File: src/rtl/iso_line_raster_pkg.sv
// Shared types and screen geometry for the isometric line rasteriser.
// Holds projected/screen coordinate types, the raster FSM states and small helpers.
package iso_pkg;

    localparam int COORD_W = 10;
    localparam int SCR_W   = 640;
    localparam int SCR_H   = 480;
    localparam int X_OFF   = 320;
    localparam int Y_OFF   = 240;
    localparam int COLOR_W = 8;
    localparam int PIX_W   = 10;

    typedef logic signed [COORD_W-1:0] coord_t;
    typedef logic signed [11:0]        scr_t;
    typedef logic signed [12:0]        err_t;
    typedef logic [COLOR_W-1:0]        color_t;
    typedef logic [PIX_W-1:0]          pix_t;

    typedef enum logic [1:0] {
        IDLE  = 2'd0,
        SETUP = 2'd1,
        RUN   = 2'd2,
        DONE  = 2'd3
    } raster_state_t;

    localparam scr_t X_OFF_S = scr_t'(X_OFF);
    localparam scr_t Y_OFF_S = scr_t'(Y_OFF);
    localparam scr_t SCR_W_S = scr_t'(SCR_W);
    localparam scr_t SCR_H_S = scr_t'(SCR_H);

    function automatic scr_t abs_scr(input scr_t v);
        if (v < 12'sd0) begin
            abs_scr = -v;
        end else begin
            abs_scr = v;
        end
    endfunction

    function automatic logic on_screen(input scr_t x, input scr_t y);
        on_screen = (x >= 12'sd0) && (x < SCR_W_S) && (y >= 12'sd0) && (y < SCR_H_S);
    endfunction

endpackage

File: src/rtl/iso_line_raster_if.sv
// Segment request and pixel-write bus of the line rasteriser.
// slave = rasteriser side, master = the side issuing segments and sinking pixels.
interface iso_line_raster_if;
    import iso_pkg::*;

    logic   line_valid_i;
    logic   line_ready_o;
    coord_t x0_i;
    coord_t y0_i;
    coord_t x1_i;
    coord_t y1_i;
    color_t color_i;
    logic   pix_valid_o;
    logic   pix_ready_i;
    pix_t   pix_x_o;
    pix_t   pix_y_o;
    color_t pix_color_o;
    logic   busy_o;
    logic   done_o;

    modport slave (
        input  line_valid_i, x0_i, y0_i, x1_i, y1_i, color_i, pix_ready_i,
        output line_ready_o, pix_valid_o, pix_x_o, pix_y_o, pix_color_o, busy_o, done_o
    );

    modport master (
        output line_valid_i, x0_i, y0_i, x1_i, y1_i, color_i, pix_ready_i,
        input  line_ready_o, pix_valid_o, pix_x_o, pix_y_o, pix_color_o, busy_o, done_o
    );

endinterface

File: src/rtl/iso_line_raster_bres_step.sv
// One combinational Bresenham step: next point, next error term and last-point flag.
module bres_step
    import iso_pkg::*;
(
    input  scr_t cx,
    input  scr_t cy,
    input  err_t err,
    input  scr_t dx,
    input  scr_t dy,
    input  scr_t stx,
    input  scr_t sty,
    input  scr_t ex,
    input  scr_t ey,
    output scr_t cx_nxt,
    output scr_t cy_nxt,
    output err_t err_nxt,
    output logic last
);

    logic signed [13:0] e2_s;
    logic signed [13:0] dx_w_s;
    logic signed [13:0] dy_w_s;
    err_t               err_x_s;
    err_t               err_y_s;

    // Both axis decisions compare against the pre-step error term.
    always_comb begin
        e2_s    = $signed({err, 1'b0});
        dx_w_s  = $signed({{2{dx[11]}}, dx});
        dy_w_s  = $signed({{2{dy[11]}}, dy});
        last    = (cx == ex) && (cy == ey);
        cx_nxt  = cx;
        cy_nxt  = cy;
        err_x_s = 13'sd0;
        err_y_s = 13'sd0;
        if (e2_s >= dy_w_s) begin
            err_x_s = $signed({dy[11], dy});
            cx_nxt  = cx + stx;
        end else begin
            err_x_s = 13'sd0;
        end
        if (e2_s <= dx_w_s) begin
            err_y_s = $signed({dx[11], dx});
            cy_nxt  = cy + sty;
        end else begin
            err_y_s = 13'sd0;
        end
        err_nxt = err + err_x_s + err_y_s;
    end

endmodule

File: src/rtl/iso_line_raster.sv
// Maps a projected 2D segment to centred screen coordinates and streams Bresenham pixels.
// Optional build macro LINE_CLIP_EN suppresses off-screen points instead of emitting them.
module iso_line_raster
    import iso_pkg::*;
(
    input  logic               clk_i,
    input  logic               rst_i,
    iso_line_raster_if.slave   bus
);

    raster_state_t state_r, state_n;

    coord_t x0_r, y0_r, x1_r, y1_r;
    scr_t   cx_r, cy_r, ex_r, ey_r, dx_r, dy_r, stx_r, sty_r;
    err_t   err_r;
    scr_t   cx_n, cy_n, ex_n, ey_n, dx_n, dy_n, stx_n, sty_n;
    err_t   err_n;

    scr_t   sx0_s, sy0_s, sx1_s, sy1_s, adx_s, ady_s;
    err_t   err_setup_s;
    scr_t   cx_step_s, cy_step_s;
    err_t   err_step_s;
    logic   last_s;
    logic   step_s;
    logic   vis_n_s;
    logic   accept_s;

    logic   line_ready_r;
    logic   pix_valid_r;
    pix_t   pix_x_r;
    pix_t   pix_y_r;
    color_t pix_color_r;
    logic   busy_r;
    logic   done_r;

    bres_step u_step (
        .cx      (cx_r),
        .cy      (cy_r),
        .err     (err_r),
        .dx      (dx_r),
        .dy      (dy_r),
        .stx     (stx_r),
        .sty     (sty_r),
        .ex      (ex_r),
        .ey      (ey_r),
        .cx_nxt  (cx_step_s),
        .cy_nxt  (cy_step_s),
        .err_nxt (err_step_s),
        .last    (last_s)
    );

    // Screen mapping of the latched endpoints; projected y grows upward, screen y downward.
    always_comb begin
        sx0_s       = scr_t'(x0_r) + X_OFF_S;
        sx1_s       = scr_t'(x1_r) + X_OFF_S;
        sy0_s       = Y_OFF_S - scr_t'(y0_r);
        sy1_s       = Y_OFF_S - scr_t'(y1_r);
        adx_s       = abs_scr(sx1_s - sx0_s);
        ady_s       = abs_scr(sy1_s - sy0_s);
        err_setup_s = err_t'(adx_s) - err_t'(ady_s);
    end

    assign accept_s = bus.line_valid_i && line_ready_r;
    // A suppressed point never waits for the writer.
    assign step_s   = pix_valid_r ? bus.pix_ready_i : 1'b1;

    // Next-state and datapath update for the raster FSM.
    always_comb begin
        state_n = state_r;
        cx_n    = cx_r;
        cy_n    = cy_r;
        err_n   = err_r;
        ex_n    = ex_r;
        ey_n    = ey_r;
        dx_n    = dx_r;
        dy_n    = dy_r;
        stx_n   = stx_r;
        sty_n   = sty_r;
        case (state_r)
            IDLE: begin
                if (accept_s) begin
                    state_n = SETUP;
                end else begin
                    state_n = IDLE;
                end
            end
            SETUP: begin
                state_n = RUN;
                cx_n    = sx0_s;
                cy_n    = sy0_s;
                ex_n    = sx1_s;
                ey_n    = sy1_s;
                dx_n    = adx_s;
                dy_n    = -ady_s;
                err_n   = err_setup_s;
                stx_n   = (sx0_s < sx1_s) ? 12'sd1 : -12'sd1;
                sty_n   = (sy0_s < sy1_s) ? 12'sd1 : -12'sd1;
            end
            RUN: begin
                if (step_s) begin
                    if (last_s) begin
                        state_n = DONE;
                    end else begin
                        cx_n  = cx_step_s;
                        cy_n  = cy_step_s;
                        err_n = err_step_s;
                    end
                end else begin
                    state_n = RUN;
                end
            end
            DONE: begin
                state_n = IDLE;
            end
            default: begin
                state_n = IDLE;
            end
        endcase
    end

`ifdef LINE_CLIP_EN
    assign vis_n_s = on_screen(cx_n, cy_n);
`else
    assign vis_n_s = 1'b1;
`endif

    // FSM state and Bresenham datapath registers.
    always_ff @(posedge clk_i or posedge rst_i) begin
        if (rst_i) begin
            state_r <= IDLE;
            cx_r    <= 12'sd0;
            cy_r    <= 12'sd0;
            err_r   <= 13'sd0;
            ex_r    <= 12'sd0;
            ey_r    <= 12'sd0;
            dx_r    <= 12'sd0;
            dy_r    <= 12'sd0;
            stx_r   <= 12'sd0;
            sty_r   <= 12'sd0;
        end else begin
            state_r <= state_n;
            cx_r    <= cx_n;
            cy_r    <= cy_n;
            err_r   <= err_n;
            ex_r    <= ex_n;
            ey_r    <= ey_n;
            dx_r    <= dx_n;
            dy_r    <= dy_n;
            stx_r   <= stx_n;
            sty_r   <= sty_n;
        end
    end

    // Request capture; endpoints are sampled only on acceptance.
    always_ff @(posedge clk_i or posedge rst_i) begin
        if (rst_i) begin
            x0_r        <= '0;
            y0_r        <= '0;
            x1_r        <= '0;
            y1_r        <= '0;
            pix_color_r <= '0;
        end else if (accept_s) begin
            x0_r        <= bus.x0_i;
            y0_r        <= bus.y0_i;
            x1_r        <= bus.x1_i;
            y1_r        <= bus.y1_i;
            pix_color_r <= bus.color_i;
        end else begin
            x0_r        <= x0_r;
            y0_r        <= y0_r;
            x1_r        <= x1_r;
            y1_r        <= y1_r;
            pix_color_r <= pix_color_r;
        end
    end

    // Outputs are registered from the next state so they line up with the new state.
    always_ff @(posedge clk_i or posedge rst_i) begin
        if (rst_i) begin
            line_ready_r <= 1'b1;
            pix_valid_r  <= 1'b0;
            pix_x_r      <= 10'd0;
            pix_y_r      <= 10'd0;
            busy_r       <= 1'b0;
            done_r       <= 1'b0;
        end else begin
            line_ready_r <= (state_n == IDLE);
            busy_r       <= (state_n != IDLE);
            done_r       <= (state_n == DONE);
            pix_valid_r  <= (state_n == RUN) && vis_n_s;
            if (state_n == RUN) begin
                pix_x_r <= cx_n[PIX_W-1:0];
                pix_y_r <= cy_n[PIX_W-1:0];
            end else begin
                pix_x_r <= pix_x_r;
                pix_y_r <= pix_y_r;
            end
        end
    end

    assign bus.line_ready_o = line_ready_r;
    assign bus.pix_valid_o  = pix_valid_r;
    assign bus.pix_x_o      = pix_x_r;
    assign bus.pix_y_o      = pix_y_r;
    assign bus.pix_color_o  = pix_color_r;
    assign bus.busy_o       = busy_r;
    assign bus.done_o       = done_r;

endmodule

File: src/flat_wrapper.sv
// flat-port wrapper written by rule: the top's interface ports become plain ports
module iso_line_raster_flat import iso_pkg::*;
  (clk_i, rst_i, bus_line_valid_i, bus_x0_i, bus_y0_i, bus_x1_i, bus_y1_i, bus_color_i, bus_pix_ready_i, bus_line_ready_o, bus_pix_valid_o, bus_pix_x_o, bus_pix_y_o, bus_pix_color_o, bus_busy_o, bus_done_o);
  iso_line_raster_if bus_i ();
  input  logic clk_i;
  input  logic rst_i;
  input wire logic [$bits(bus_i.line_valid_i)-1:0] bus_line_valid_i;
  input wire logic [$bits(bus_i.x0_i)-1:0] bus_x0_i;
  input wire logic [$bits(bus_i.y0_i)-1:0] bus_y0_i;
  input wire logic [$bits(bus_i.x1_i)-1:0] bus_x1_i;
  input wire logic [$bits(bus_i.y1_i)-1:0] bus_y1_i;
  input wire logic [$bits(bus_i.color_i)-1:0] bus_color_i;
  input wire logic [$bits(bus_i.pix_ready_i)-1:0] bus_pix_ready_i;
  output wire logic [$bits(bus_i.line_ready_o)-1:0] bus_line_ready_o;
  output wire logic [$bits(bus_i.pix_valid_o)-1:0] bus_pix_valid_o;
  output wire logic [$bits(bus_i.pix_x_o)-1:0] bus_pix_x_o;
  output wire logic [$bits(bus_i.pix_y_o)-1:0] bus_pix_y_o;
  output wire logic [$bits(bus_i.pix_color_o)-1:0] bus_pix_color_o;
  output wire logic [$bits(bus_i.busy_o)-1:0] bus_busy_o;
  output wire logic [$bits(bus_i.done_o)-1:0] bus_done_o;
  assign bus_i.line_valid_i = bus_line_valid_i;
  assign bus_i.x0_i = bus_x0_i;
  assign bus_i.y0_i = bus_y0_i;
  assign bus_i.x1_i = bus_x1_i;
  assign bus_i.y1_i = bus_y1_i;
  assign bus_i.color_i = bus_color_i;
  assign bus_i.pix_ready_i = bus_pix_ready_i;
  assign bus_line_ready_o = bus_i.line_ready_o;
  assign bus_pix_valid_o = bus_i.pix_valid_o;
  assign bus_pix_x_o = bus_i.pix_x_o;
  assign bus_pix_y_o = bus_i.pix_y_o;
  assign bus_pix_color_o = bus_i.pix_color_o;
  assign bus_busy_o = bus_i.busy_o;
  assign bus_done_o = bus_i.done_o;
  iso_line_raster u_core (.clk_i(clk_i), .rst_i(rst_i), .bus(bus_i));
endmodule
File: config.mk
export PLATFORM = sky130hd
export DESIGN_NAME = iso_line_raster_flat
export DESIGN_NICKNAME = d
export VERILOG_FILES = /design/src/rtl/iso_line_raster_pkg.sv /design/src/rtl/iso_line_raster_if.sv /design/src/rtl/iso_line_raster_bres_step.sv /design/src/rtl/iso_line_raster.sv /design/src/flat_wrapper.sv
export SDC_FILE = /design/constraint.sdc
export NUM_CORES = 1
export LEC_CHECK = 0
export CAP_MARGIN = 20
export CORE_UTILIZATION = 50
export CTS_BUF_LIST = sky130_fd_sc_hd__clkbuf_4
export DETAILED_ROUTE_END_ITERATION = 16
export PLACE_DENSITY = 0.74
export SLEW_MARGIN = 20
export SYNTH_ARGS = -nofsm -noshare
export SYNTH_HDL_FRONTEND = slang
export SYNTH_SLANG_ARGS = --single-unit
File: constraint.sdc
create_clock -name clk_i -period 8.4 [get_ports clk_i]
set_input_delay 1.68 -clock clk_i [delete_from_list [all_inputs] [get_ports clk_i]]
set_output_delay 1.68 -clock clk_i [all_outputs]
set_load 0.01 [all_outputs]
# --- Word-level counts from Yosys, hierarchy flattened ---
# Index checks and enable logic that the tools add are counted.
totals:
  reg_bits: 183
  input_bits: 52
  output_inout_bits: 32
  word_cells: 85
op_classes:
  add_sub_neg: 14
  order_cmp: 6
  eq_ne: 11
  n_mux: 22
  n_reduce_logical: 9
op_table:
  columns: ["op", "count"]
  rows:
  - ["12-bit two-way mux", 10]
  - ["13-bit two-way mux", 4]
  - ["12-bit one-hot mux with 2 select lines", 2]
  - ["12-bit negation", 3]
  - ["13-bit adder", 2]
  - ["13-bit one-hot mux with 2 select lines", 1]
  - ["12-bit adder", 2]
  - ["12-bit == test", 2]
  - ["12-bit by 1-bit < comparator with 1-bit output, second input constant", 2]
  - ["12-bit < comparator", 2]
  - ["12-bit subtractor", 2]
  - ["10-bit by 10-bit adder with 11-bit output, second input constant", 2]
  - ["9-bit by 10-bit subtractor with 11-bit output, first input constant", 2]
  - ["14-bit by 12-bit greater-or-equal comparator with 1-bit output", 1]
  - ["14-bit by 12-bit <= comparator with 1-bit output", 1]
  - ["12-bit by 12-bit subtractor with 13-bit output", 1]
  - ["2-bit == test, second input constant", 4]
  - ["2-bit one-hot mux with 4 select lines", 1]
  - ["4-bit AND reduction", 2]
  - ["2-bit != test, second input constant", 3]
  - ["2-bit zero test", 2]
  - ["2-bit two-way mux", 2]
  - ["2-bit nonzero test", 2]
  - ["3-bit AND reduction", 1]
  - ["other kinds (4)", 6]

# --- Logic depth before layout (Yosys ltp) ---
depth:
  ltp_word: 7
  ltp_mapped: 26
  mapped_depth_nobuf: 25

# --- Hierarchy ---
# A second synthesis with hierarchy kept.
hier_totals:
  cells_unflattened: 1317
  hier_area_um2: 12264.3
by_module_without_submodules:
  columns: ["mod", "n_inst", "cells_per_inst", "area_per_inst_um2", "seq_area_each_um2"]
  rows:
  - ["iso_line_raster", 1, 924, 9191.3, 4005.1]
  - ["bres_step", 1, 393, 3072.9, 0.0]

# --- Least setup slack after synthesis ---
# No wires, ideal clock.
synth_timing:
  path_kind: "reg-to-reg"
  startpoint: "register u_core.err_r[7]"
  endpoint: "register u_core.err_r[12]"
  arrival_time_ns: 5.108
  t_required_ns: 8.322
  path_slack_ns: 3.214
  stages_incl_launch_ff: 23
  path_cell_list: "dfrtp_1 > ha_1 > and3_1 > a221o_1 > a221o_1 > a41oi_1 > xnor2_1 > a41o_1 > clkbuf_1 > nand2_1 > fa_1 > inv_1 > ha_1 > a21o_1 > a21oi_1 > o21bai_1 > a21oi_1 > o21bai_1 > a41o_1 > o41ai_1 > mux2i_1 > nor3_1 > a21boi_1"
synth_via:
  elab_chain_len: 7
  elab_cells_between_ends: 9
synth_rtl:
  columns: ["element", "line", "rtl"]
  rows:
  - ["start: declaration", "iso_line_raster.sv:15", "err_t err_r;"]
  - ["start signal: assignment", "iso_line_raster.sv:144", "err_r <= err_n;"]
  - ["14-bit by 12-bit greater-or-equal comparator with 1-bit output", "iso_line_raster_bres_step.sv:36", "if (e2_s >= dy_w_s) begin"]
  - ["13-bit two-way mux", "iso_line_raster_bres_step.sv:36", null]
  - ["13-bit adder", "iso_line_raster_bres_step.sv:48", "err_nxt = err + err_x_s + err_y_s;"]
  - ["13-bit adder (*)", "iso_line_raster_bres_step.sv:48", null]
  - ["13-bit two-way mux (*)", "iso_line_raster.sv:101", "if (last_s) begin"]
  - ["13-bit two-way mux (*)", "iso_line_raster.sv:100", "if (step_s) begin"]
  - ["13-bit one-hot mux with 2 select lines (*)", "iso_line_raster.sv:79", "case (state_r)"]
# Every way passes the cells marked *; elsewhere a longest branch is shown, timed or not. The select of a mux whose other input is x is not followed.
# A chain may end at the register's enable or synchronous reset.

# --- Worst setup path in the final report ---
layout_timing:
  startpoint: "register u_core.y0_r[0]"
  endpoint: "register u_core.err_r[11]"
layout_via:
  elab_chain_len: 6
  elab_cells_between_ends: 7
layout_rtl:
  columns: ["element", "line", "rtl"]
  rows:
  - ["start: declaration", "iso_line_raster.sv:13", "coord_t x0_r, y0_r, x1_r, y1_r;"]
  - ["start signal: assignment", "iso_line_raster.sv:164", "y0_r <= bus.y0_i;"]
  - ["start signal: assignment", "iso_line_raster.sv:170", "y0_r <= y0_r;"]
  - ["9-bit by 10-bit subtractor with 11-bit output (*)", "iso_line_raster.sv:56", "sy0_s = Y_OFF_S - scr_t'(y0_r);"]
  - ["12-bit subtractor (*)", "iso_line_raster.sv:59", "ady_s = abs_scr(sy1_s - sy0_s);"]
  - ["12-bit negation or 12-bit by 1-bit < comparator with 1-bit output (tied branches)", "iso_line_raster_pkg.sv:33, iso_line_raster_pkg.sv:32", null]
  - ["12-bit two-way mux (*)", "iso_line_raster_pkg.sv:32", "if (v < 12'sd0) begin"]
  - ["12-bit by 12-bit subtractor with 13-bit output (*)", "iso_line_raster.sv:60", "err_setup_s = err_t'(adx_s) - err_t'(ady_s);"]
  - ["13-bit one-hot mux with 2 select lines (*)", "iso_line_raster.sv:79", null]
# Every way passes the cells marked *; elsewhere a longest branch is shown, timed or not.

==> flow_summary.json <==
{
  "status": "finished, final reports clean",
  "path_max_fanout": 16,
  "grt_usage_pct": 25.31,
  "dpl.hpwl_mm": 22.33,
  "syn_avg_cell_area_um2": 9.295,
  "maxSlewViolCount": 0,
  "crit_path_start_kind": "flop",
  "yosysMostFrequentCell": "dfrtp_1",
  "cts-root-buf": "clkbuf_4",
  "synth-async-reset-ratio_pct": 100.0,
  "detail_route.wirelength_mm": 29.65,
  "area_growth_syn_to_layout_pct": 12.02,
  "hold_class": "reg2reg",
  "rsz0062_at_grt": "no",
  "synth_common_cells": "dfrtp_1, inv_1, nor2_1",
  "initial_utilization_pct": 51.76,
  "critPathSlowestCell": "o31a_1",
  "max_freq_mhz": 166.3,
  "cts_made_buffers": 17,
  "grt_overflow": 0,
  "postSynthCellCount": 1276,
  "setup_viol": 0,
  "post_cts.resized_instances": 0,
  "grt_first_pass_wirelength_mm": 48.25,
  "grt_pass1_vias": 9378,
  "cp-end-kind": "flop",
  "die_width_um": 156.0,
  "final_hold_viol_count": 0,
  "clock-sinks": 160,
  "clk_path_buf_depth": 2,
  "drive_gt1_share_pct": 10.24,
  "path_class": "reg2reg",
  "ys_types": 79,
  "clk_latency_ns": 0.62,
  "antenna_found_initial": 1,
  "ff_latch_area_mm2": 0.004005,
  "fin_skew_ns": 0.03858,
  "core-area_mm2": 0.02292,
  "synth_edf_count": 0,
  "yosysWarningCount": 0,
  "yosysTopAreaCellShare_pct": 33.55,
  "fp.dieH_um": 156.0,
  "cp_common_cell": "ha_1",
  "num_vias": 9612,
  "slew_headroom_pct": 33.12,
  "grt_max_degree": 87,
  "critical_path_arrival_ns": 6.50,
  "fillers": 2017,
  "port_buffers": 83,
  "ant_nets": 0,
  "syn_nets": 1450,
  "synth_area_leaders": "dfrtp_1, ha_1, mux2_2, xnor2_1, inv_1",
  "yosysTopAreaCell": "dfrtp_1",
  "drcViolationCount": 0,
  "place_ws_ns": 2.567,
  "max_cap_violations": 0,
  "num_io_pins": 84,
  "synth_area_mm2": 0.01186,
  "crit_chain": "inv_1, ha_1, nor3b_2, nor2_1, xor2_1, ha_1, a21oi_1, nor3b_1, a21bo_2, nor4_1, o31a_1, mux2i_1, ha_1, nor2b_1, o21ai_0, a21boi_0, o21ai_0, a21oi_1, o211ai_1, nand3_1, a311oi_1, o32a_1, nand2_1",
  "tightest_slew_ns": 0.9966,
  "via_per_inst": 5.749,
  "core.rowCount": 55,
  "multi_input_area_mm2": 0.007208,
  "finalCriticalPeriod_ns": 6.013,
  "fin_crit_sh_pct": 71.58,
  "cpPeakStageDelay_ns": 0.61,
  "synth_flop_cell": "dfrtp_1",
  "dr.pass1.iters": 6,
  "h-tree-depth": 4,
  "tns_ns": 0,
  "die_area_mm2": 0.02434,
  "setup_slack_ns": 2.387,
  "cts_hold_buf": 0,
  "seq_area_frac_synth_pct": 33.77,
  "cp.required_ns": 8.88,
  "gp_congestion": 0.9209,
  "drt_iter0_drc": 617,
  "wire_per_inst_um": 17.73,
  "synth_seq_cells": 160,
  "cts_tree": "built",
  "cts_setup_buffers": 0,
  "path_clk_slew_ns": 0.18,
  "nNetsFinal": 1519
}
[flip-flops by register name (all words and copies together), names as in the netlist, 8 cells and up]
signal and count:
u_core.cx_r 12, u_core.y0_r 10, u_core.bus.pix_color_o 8, u_core.err_r 13, u_core.bus.pix_x_o 10, u_core.ey_r 11, u_core.bus.pix_y_o 10, u_core.x0_r 10
u_core.ex_r 11, u_core.cy_r 12, u_core.dx_r 12, u_core.dy_r 12, u_core.y1_r 10, u_core.x1_r 10
[area by class of cell]
cell class,instances,share of cell area (%)
clock inverters,14,1.140
repair buffers,91,6.706
clock buffers,18,1.017
diodes,1,0.01884
multi-input cells,943,54.26
inverters,132,3.767
well taps,313,2.948
flip-flops and latches,160,30.15
[metrics by stage]
step / cells / utilization (%) / area (um2) / hold WS, ns
after floorplan: 1276 / - / 11860 / 0.4740
after global placement: 1639 / 56.71 / 13000 / 0.4902
after detailed placement: 1639 / 56.71 / 13000 / 0.4973
after CTS: 1671 / 57.96 / 13280 / 0.5330
after global routing: 1672 / 57.97 / 13290 / 0.5500
final: 1672 / 57.97 / 13290 / 0.5304
[path summary, 6_finish.rpt]
kind                       depth (start not counted)                             startpoint                                     to  slack (ns)
setup / recovery                                  23             u_core.y0_r[0]$_DFFE_PP0P_           u_core.err_r[11]$_DFFE_PP0P_        2.39
hold / removal                                     1  u_core.bus.pix_color_o[6]$_DFFE_PP0P_  u_core.bus.pix_color_o[6]$_DFFE_PP0P_        0.53
setup reg to reg                                  23             u_core.y0_r[0]$_DFFE_PP0P_           u_core.err_r[11]$_DFFE_PP0P_        2.39
hold reg to reg                                    1  u_core.bus.pix_color_o[6]$_DFFE_PP0P_  u_core.bus.pix_color_o[6]$_DFFE_PP0P_        0.53
max in group asynchronous                          3                                  rst_i            u_core.ey_r[10]$_DFFE_PP0P_        5.33
min in group asynchronous                          2                                  rst_i            u_core.err_r[5]$_DFFE_PP0P_        1.59
[cell families after synthesis]
| family | after synthesis | synth area share, % |
|---|---|---|
| xor gates and xnor gates | 120 | 8.925 |
| adders and majority gates | 123 | 14.09 |
| and+or+nand+nor | 315 | 12.82 |
| buffers and inverters | 173 | 5.517 |
| DFF | 160 | 33.77 |
| AOI/OAI and AO/OA | 304 | 17.26 |
| muxes | 81 | 7.617 |
[critical path, delay by kind of cell, from the launching register on]
kind                       cells  cell delay, ns
adders and majority gates      3            0.83
and+or+nand+nor                7            1.17
DFF                            1            0.49
muxes                          1            0.43
xor gates and xnor gates       1            0.17
buffers and inverters          1            0.09
AOI/OAI and AO/OA             10            2.75
[metal layers]
layer  part of all wire (%)  routed length, um  GRT usage (%)  vias to the layer above
li1                       -                  -              -                     4638
met1                     46              13560          34.67                     4634
met2                     47              13970          40.84                      287
met3                    5.1               1519          4.389                       53
met4                    2.0                597          7.470                        0
met5                      0                  0              0                        -
[cell usage in the layout (no fill, tap or decap), drive strengths merged, types with 8 or more instances in the layout]
cell           count
dfrtp            159
inv              137
nor2             110
ha               104
a21oi             91
clkdlybuf4s50     83
nand2             75
mux2              74
xnor2             72
xor2              48
o21ai             44
o21bai            19
nor3              19
nand3             18
fa                18
clkbuf            18
a21o              16
o21a              14
a31oi             14
o211ai            13
and3              12
nand4             12
nor2b             11
nand2b            11
nor4              10
a41oi              9
buf                8
nor3b              8
a211oi             8
Power is not shown: default switching activity piles up to over one toggle a cycle in this logic, so the estimate is an artifact.
